`config.mk`:
```
export PLATFORM = sky130hd
export DESIGN_NAME = rvsteel_uart_tx_fifo
export DESIGN_NICKNAME = d
export VERILOG_FILES = /design/src/rtl/rvsteel_uart_tx_fifo.sv
export SDC_FILE = /design/constraint.sdc
export NUM_CORES = 1
export LEC_CHECK = 0
export CAP_MARGIN = 10
export CORE_MARGIN = 4
export CORE_UTILIZATION = 50
export CTS_CLUSTER_SIZE = 25
export DETAILED_ROUTE_END_ITERATION = 10
export GPL_TIMING_DRIVEN = 0
export MAX_ROUTING_LAYER = met4
export PLACE_DENSITY = 0.75
export SLEW_MARGIN = 20
export SYNTH_ARGS = -nofsm -noshare
export SYNTH_HDL_FRONTEND = slang
export SYNTH_SLANG_ARGS = --single-unit
export TNS_END_PERCENT = 5
```
`constraint.sdc`:
```
create_clock -name clock -period 5.9 [get_ports clock]
set_input_delay 0.59 -clock clock [delete_from_list [all_inputs] [get_ports clock]]
set_output_delay 0.59 -clock clock [all_outputs]
set_load 0.01 [all_outputs]
```
`src/rtl/rvsteel_uart_tx_fifo.sv`:
```
// rvsteel_uart_tx_fifo
// Transmit buffer placed in front of rvsteel_uart. The host pushes bytes
// into a FIFO over the IO bus. A drain FSM, acting as bus master to the UART,
// polls the UART READY register and, once ready, writes the head byte to the
// UART WDATA register.

module rvsteel_uart_tx_fifo #(
    parameter int FIFO_DEPTH = 16
) (
    input  logic        clock,
    input  logic        reset,
    input  logic [4:0]  rw_address,
    output logic [31:0] read_data,
    input  logic        read_request,
    output logic        read_response,
    input  logic [7:0]  write_data,
    input  logic        write_request,
    output logic        write_response,
    output logic [4:0]  uart_rw_address,
    input  logic [31:0] uart_read_data,
    output logic        uart_read_request,
    input  logic        uart_read_response,
    output logic [7:0]  uart_write_data,
    output logic        uart_write_request,
    input  logic        uart_write_response,
    output logic        fifo_empty
);

    localparam int LEVEL_W = $clog2(FIFO_DEPTH) + 1;
    localparam int PTR_W   = $clog2(FIFO_DEPTH);

    // Host-side register map
    localparam logic [4:0] ADDR_TXDATA = 5'h00;
    localparam logic [4:0] ADDR_STATUS = 5'h04;

    // UART-side register map
    localparam logic [4:0] UART_REG_WDATA = 5'h00;
    localparam logic [4:0] UART_REG_READY = 5'h08;

    typedef enum logic [2:0] {
        IDLE,
        POLL,
        WAIT_POLL,
        WRITE,
        WAIT_WRITE
    } state_t;

    state_t               state_q, state_d;
    logic [LEVEL_W-1:0]   level_q, level_d;
    logic [PTR_W-1:0]     wr_ptr_q, rd_ptr_q;
    logic                 overflow_q;
    logic [31:0]          read_data_q;
    logic                 read_response_q;
    logic                 write_response_q;
    logic [7:0]           head_q;
    logic [7:0]           mem [FIFO_DEPTH];

    logic                 full;
    logic                 empty;
    logic                 push_req;
    logic                 push_ok;
    logic                 pop;
    logic                 overflow_clr;
    logic                 head_load;
    logic [7:0]           level8;
    logic [31:0]          status_word;

    // Only READY bit 0 of the UART read data carries meaning here.
    logic                 unused_uart_bits;
    assign unused_uart_bits = ^uart_read_data[31:1];

    assign full  = (level_q == LEVEL_W'(FIFO_DEPTH));
    assign empty = (level_q == '0);

    // Fullness is judged on the registered level, so a same-cycle pop does
    // not make room for a push arriving while full.
    assign push_req     = write_request && (rw_address == ADDR_TXDATA);
    assign push_ok      = push_req && !full;
    assign pop          = (state_q == WRITE);
    assign overflow_clr = write_request && (rw_address == ADDR_STATUS) && write_data[0];

    // The head byte is captured once the UART reports ready; it stays stable
    // through WRITE and WAIT_WRITE even though the read pointer advances.
    assign head_load = (state_q == WAIT_POLL) && uart_read_response && uart_read_data[0];

    assign level8      = 8'(level_q);
    assign status_word = {16'b0, level8, 5'b0, overflow_q, full, empty};

    // Occupancy bookkeeping: push adds, pop removes, both together cancel.
    always_comb begin
        level_d = level_q;
        case ({push_ok, pop})
            2'b10:   level_d = level_q + LEVEL_W'(1);
            2'b01:   level_d = level_q - LEVEL_W'(1);
            default: level_d = level_q;
        endcase
    end

    // FIFO pointers, level and sticky overflow flag.
    always_ff @(posedge clock or posedge reset) begin
        if (reset) begin
            wr_ptr_q   <= '0;
            rd_ptr_q   <= '0;
            level_q    <= '0;
            overflow_q <= 1'b0;
        end else begin
            level_q <= level_d;
            if (push_ok) begin
                wr_ptr_q <= wr_ptr_q + PTR_W'(1);
            end
            if (pop) begin
                rd_ptr_q <= rd_ptr_q + PTR_W'(1);
            end
            if (push_req && full) begin
                overflow_q <= 1'b1;
            end else if (overflow_clr) begin
                overflow_q <= 1'b0;
            end
        end
    end

    // Storage array and registered head read; left without reset so it maps to RAM.
    always_ff @(posedge clock) begin
        if (push_ok) begin
            mem[wr_ptr_q] <= write_data;
        end
        if (head_load) begin
            head_q <= mem[rd_ptr_q];
        end
    end

    // Host handshake: acknowledges trail requests by one cycle, read data
    // is only non-zero in the acknowledge cycle of a STATUS read.
    always_ff @(posedge clock or posedge reset) begin
        if (reset) begin
            read_data_q      <= '0;
            read_response_q  <= 1'b0;
            write_response_q <= 1'b0;
        end else begin
            read_response_q  <= read_request;
            write_response_q <= write_request;
            if (read_request && (rw_address == ADDR_STATUS)) begin
                read_data_q <= status_word;
            end else begin
                read_data_q <= '0;
            end
        end
    end

    // Drain FSM state register.
    always_ff @(posedge clock or posedge reset) begin
        if (reset) begin
            state_q <= IDLE;
        end else begin
            state_q <= state_d;
        end
    end

    // Drain FSM next state and UART bus outputs; requests are one-cycle pulses,
    // address/data held until the matching response.
    always_comb begin
        state_d            = state_q;
        uart_rw_address    = '0;
        uart_read_request  = 1'b0;
        uart_write_request = 1'b0;
        uart_write_data    = '0;
        case (state_q)
            IDLE: begin
                if (!empty) begin
                    state_d = POLL;
                end
            end
            POLL: begin
                uart_rw_address   = UART_REG_READY;
                uart_read_request = 1'b1;
                state_d           = WAIT_POLL;
            end
            WAIT_POLL: begin
                uart_rw_address = UART_REG_READY;
                if (uart_read_response) begin
                    state_d = uart_read_data[0] ? WRITE : POLL;
                end
            end
            WRITE: begin
                uart_rw_address    = UART_REG_WDATA;
                uart_write_data    = head_q;
                uart_write_request = 1'b1;
                state_d            = WAIT_WRITE;
            end
            WAIT_WRITE: begin
                uart_rw_address = UART_REG_WDATA;
                uart_write_data = head_q;
                if (uart_write_response) begin
                    state_d = IDLE;
                end
            end
            default: begin
                state_d = IDLE;
            end
        endcase
    end

    assign read_data      = read_data_q;
    assign read_response  = read_response_q;
    assign write_response = write_response_q;
    assign fifo_empty     = empty;

endmodule

```
---- Yosys cells after proc, flatten, opt, wreduce, memory -nomap -nowiden ----
Memories as Yosys holds them, arrays and structs flattened. A register that Yosys moved wholly into a read port is not among the register bits.
Index checks and enable logic that the tools add are counted.
Widths: inputs -> output; s select.
word-level totals
  RAM bits ................................ 128
  flip-flop bits (word level) ............. 51
  bits in latches ......................... 0
  memory bits (read-only) ................. 0
  input port bits ......................... 51
  word-level logic and storage cells ...... 56
  memories kept ........................... 1
  output and inout bits ................... 50
cells by class
  divide/modulo/power cells ............... 0
  equality and inequality tests ........... 11
  shift operators ......................... 0
  reduce and logical (&&, ||, !) cells .... 17
  muxes and demuxes ....................... 15
  add/sub/neg operators ................... 4
  magnitude comparators ................... 0
  multiply operators ...................... 0
  bitwise operators ....................... 0
memory list
  memory  depth  bits a word  rd ports  clocked after memory_dff  wr ports  line  text
  mem     16     8            1         1                         1         56    logic [7:0] mem [FIFO_DEPTH];
operators with widths
  cell                 count
  $pmux 3 s5           1
  $mux 13              1
  $logic_not 5->1      2
  $pmux 5 s2           1
  $mux 3               3
  $add 4x1->4 const B  2
  $logic_and 1x1->1    8
  $mux 8               1
  $eq 3x2->1 const B   2
  $mux 1               6
  $ne 2x2->1 const B   3
  $add 5x1->5 const B  1
  $eq 5x3->1 const B   1
  $eq 5x5->1 const B   1
  $sub 5x1->5 const B  1
  $mux 4               1
  $reduce_bool 2->1    2
  $reduce_or 2->1      2
  $eq 3x1->1 const B   1
  $eq 3x3->1 const B   1
  $logic_not 3->1      1
  $reduce_and 3->1     1
  $eq 2x1->1 const B   1
  $eq 2x2->1 const B   1
  2 further kinds      2

---- Depth between registers and ports, before layout ----
  depth after elaboration ................. 5
  mapped depth ............................ 12
  gate-level depth less buffers ........... 10

---- Least setup slack after synthesis ----
OpenSTA, ideal clock, no wires.
  kind .................................... input port to flip-flop
  start ................................... input rw_address[4]
  end ..................................... register level_q[4]
  path slack .............................. 2,645 ps
  library setup time ...................... 137 ps
  arrival time ............................ 3,119 ps
  stages on the path ...................... 11
  path through ............................ or4_4 a2111oi_4 inv_1 ha_1 clkbuf_1 xor2_1 ha_1 or2_2 a31oi_1 o32ai_1 xor2_1
on the way
  word-level cells in the longest chain between the ends .. 5
  elaborated cells on any way between the ends .. 7
  classes of those cells .................. eq/ne (2); mux (1); reduce/logical (4)
ends and longest elaborated chain
  element                                          line  text
  start: declaration                               12    input logic [4:0] rw_address,
  $logic_not 5->1 (*)                              77    assign push_req = write_request && (rw_address == ADDR_TXDATA);
  $logic_and 1x1->1 (*)                            77
  $logic_and 1x1->1 (*)                            78    assign push_ok = push_req && !full;
  $eq 2x1->1 or $eq 2x2->1 (tied branches)         92    case ({push_ok, pop})
  $pmux 5 s2 or $reduce_bool 2->1 (tied branches)  -
  end signal: assignment                           107   level_q <= level_d;
  end: declaration                                 49    logic [LEVEL_W-1:0] level_q, level_d;
Mark *: on every way between the ends. The rest lies on a longest branch, timed or not.
A chain may end at the register's enable or synchronous reset.

---- Worst setup path after layout ----
Ends and elaborated chain as after synthesis.

==> flow_metrics.env <==
export IMPL_yosys_top_cells_count="136 x edfxtp_1, 32 x mux4_2, 28 x buf_4"
export IMPL_finalPower_w=0.00334
export IMPL_drt_total_wl_mm=13.1
export IMPL_htreeDepth=4
export IMPL_ys_seq_elements=163
export IMPL_area_growth_pct=19.7
export IMPL_path_clk_slew_ns=0.05
export IMPL_grt_pass1_vias=3636
export IMPL_rsz0062_at_grt="false"
export IMPL_cts_tree="done"
export IMPL_port_buffers=41
export IMPL_crit_arrival_ns=3.80
export IMPL_ir_drop_mv=0.231
export IMPL_yosysTopAreaCell="edfxtp_1"
export IMPL_clock_path_buffers=2
export IMPL_die_w_um=124
export IMPL_clock_sinks=163
export IMPL_postCtsSetupBuffers=0
export IMPL_wl_per_cell_um=19.7
export IMPL_p_leak_nw=2.87
export IMPL_synth_top_area_share_pct=60.9
export IMPL_period_needed_ns=3.52
export IMPL_die_height_um=124
export IMPL_synth_seq_area_share_pct=70.9
export IMPL_holdBufCountCts=0
export IMPL_crit_fanout=9
export IMPL_syn_area_per_cell_um2=17.2
export IMPL_place_hpwl_mm=8.76
export IMPL_synth_edf_count=136
export IMPL_vias=3573
export IMPL_finalSetupViolCount=0
export IMPL_fin_nets=538
export IMPL_cts_buffers=17
export IMPL_reg2reg_slack_ns=2.56
export IMPL_synthMostInstantiatedCell="edfxtp_1"
export IMPL_synth_area_leaders="edfxtp_1 61%, mux4_2 11%, dfrtp_1 10%"
export IMPL_drtIter0Drc=343
export IMPL_grt_max_degree=28
export IMPL_route_detailed_drc=0
export IMPL_tightest_slew_ns=0.937
export IMPL_multi_input_area_mm2=0.00177
export IMPL_clk_latency_ns=0.41
export IMPL_dr_pass1_iters=5
export IMPL_finalMaxSlewViolations=0
export IMPL_seqCellArea_mm2=0.00476
export IMPL_grt_overflow=0
export IMPL_fin_setup_tns_ns=0
export IMPL_start_util_pct=50.9
export IMPL_finClkSkew_ns=0.00771
export IMPL_power_density_mw_per_mm2=416
export IMPL_cp_required_ns=6.18
export IMPL_drv_cap=0
export IMPL_num_rows=42
export IMPL_grt_first_pass_wirelength_mm=20.3
export IMPL_async_flop_share_pct=16.6
export IMPL_vias_per_cell=5.36
export IMPL_grtUsageTotal_pct=19.1
export IMPL_fin_crit_sh_pct=59.7
export IMPL_end_kind="flip-flop"
export IMPL_core_mm2=0.0132
export IMPL_fill_cells=948
export IMPL_synth_cell_types=39
export IMPL_hold_viol=0
export IMPL_ys_warn_count=0
export IMPL_critPathKind="primary input to flip-flop"
export IMPL_diodes=0
export IMPL_drtAntennaViolNets=0
export IMPL_synthCells=391
export IMPL_ys_flop_type="edfxtp_1"
export IMPL_pin_count=101
export IMPL_slew_headroom_pct=37.0
export IMPL_antenna_found_initial=0
export IMPL_max_freq_ghz=0.284
export IMPL_ctsResizeCount=0
export IMPL_drive_gt1_share_pct=20.4
export IMPL_place_gp_congestion=0.814
export IMPL_die_area_mm2=0.0153
export IMPL_startpoint_type="primary input"
export IMPL_min_path_type="flip-flop to flip-flop"
export IMPL_status="finished clean"
export IMPL_synth_area_mm2=0.00671
export IMPL_root_buffer="clkbuf_16"
-- metal layers --
layer / global-route usage [%] / up-vias / wire length (um)
met5: - / - / 0
met4: 5.40 / 0 / 171
met3: 4.31 / 14 / 870
met2: 32.4 / 154 / 7000
met1: 23.2 / 1796 / 5100
li1: - / 1609 / -
-- final cells by class --
type | count | area share [%]
Buffer | 45 | 3.49
Clock buffer | 27 | 6.14
Clock inverter | 5 | 0.966
Inverter | 7 | 0.327
Multi-Input combinational cell | 203 | 22.0
Sequential cell | 163 | 59.3
Tap cell | 176 | 2.74
Timing Repair Buffer | 41 | 5.11
-- worst paths after layout --
path	start	endpoint	cells after the start
max	rw_address[4]	level_q[4]	12
min	level_q[0]	level_q[0]	1
max reg2reg	level_q[1]	level_q[4]	12
min reg2reg	level_q[0]	level_q[0]	1
max in group asynchronous	reset	wr_ptr_q[3]	2
min in group asynchronous	reset	state_q[0]	2
-- cells in the final DEF, fill, tap and decap left out, types with 9 or more instances in the layout --
cell type and instances:
a22oi_1 16, clkdlybuf4s50_1 41, dfrtp_1 27, buf_4 28, mux4_2 32, clkbuf_1 14, ha_1 9, conb_1 28
clkbuf_16 17, nand2_1 24, nor2_1 19, nor2b_1 14, edfxtp_1 136
-- state kept, by name, indices dropped and copies added, names as in the netlist --
signal / count
read_data: 8
write_response: 1
rd_ptr_q: 4
mem: 128
overflow_q: 1
read_response: 1
head_q: 8
state_q: 3
level_q: 5
wr_ptr_q: 4
-- where the power goes --
part | total (W) | switching, W | internal, W
registers | 0.00138 | 0.0000538 | 0.00132
logic | 0.000903 | 0.000487 | 0.000416
clock network | 0.00106 | 0.000404 | 0.000657
total | 0.00334 | 0.000945 | 0.00240
-- logic make-up (layout without fill, tap and decap cells) --
kind of cell	after synthesis	after routing	synth area share, %
simple gates	88	88	6.62
compound gates	33	33	3.66
flops	163	163	70.9
buf+inv	52	125	4.57
xor+xnor	11	11	1.44
other cells	1	28	0.0559
mux	34	34	11.1
fa+ha+maj	9	9	1.68
-- per-stage QoR --
step | std cells | util [%] | cell area [um^2] | hold slack (ns) | setup slack [ns]
floorplan | 418 | - | 6810 | 0.461 | 2.64
global placement | 635 | 56.4 | 7440 | 0.483 | 2.04
detailed placement | 635 | 56.6 | 7460 | 0.514 | 1.96
CTS | 667 | 60.9 | 8030 | 0.533 | 2.39
global route | 667 | 60.9 | 8030 | 0.573 | 2.21
finish | 667 | 60.9 | 8030 | 0.540 | 2.38
-- critical path, cell delays in order --
cell	delay [ns]
clkdlybuf4s50_1	0.42
or4_4	0.55
a2111oi_4	0.58
inv_1	0.13
ha_1	0.23
clkbuf_1	0.19
xor2_1	0.18
ha_1	0.23
or2_2	0.28
a31oi_1	0.16
o32ai_1	0.10
xor2_1	0.15
(Power assumes the default switching activity.)
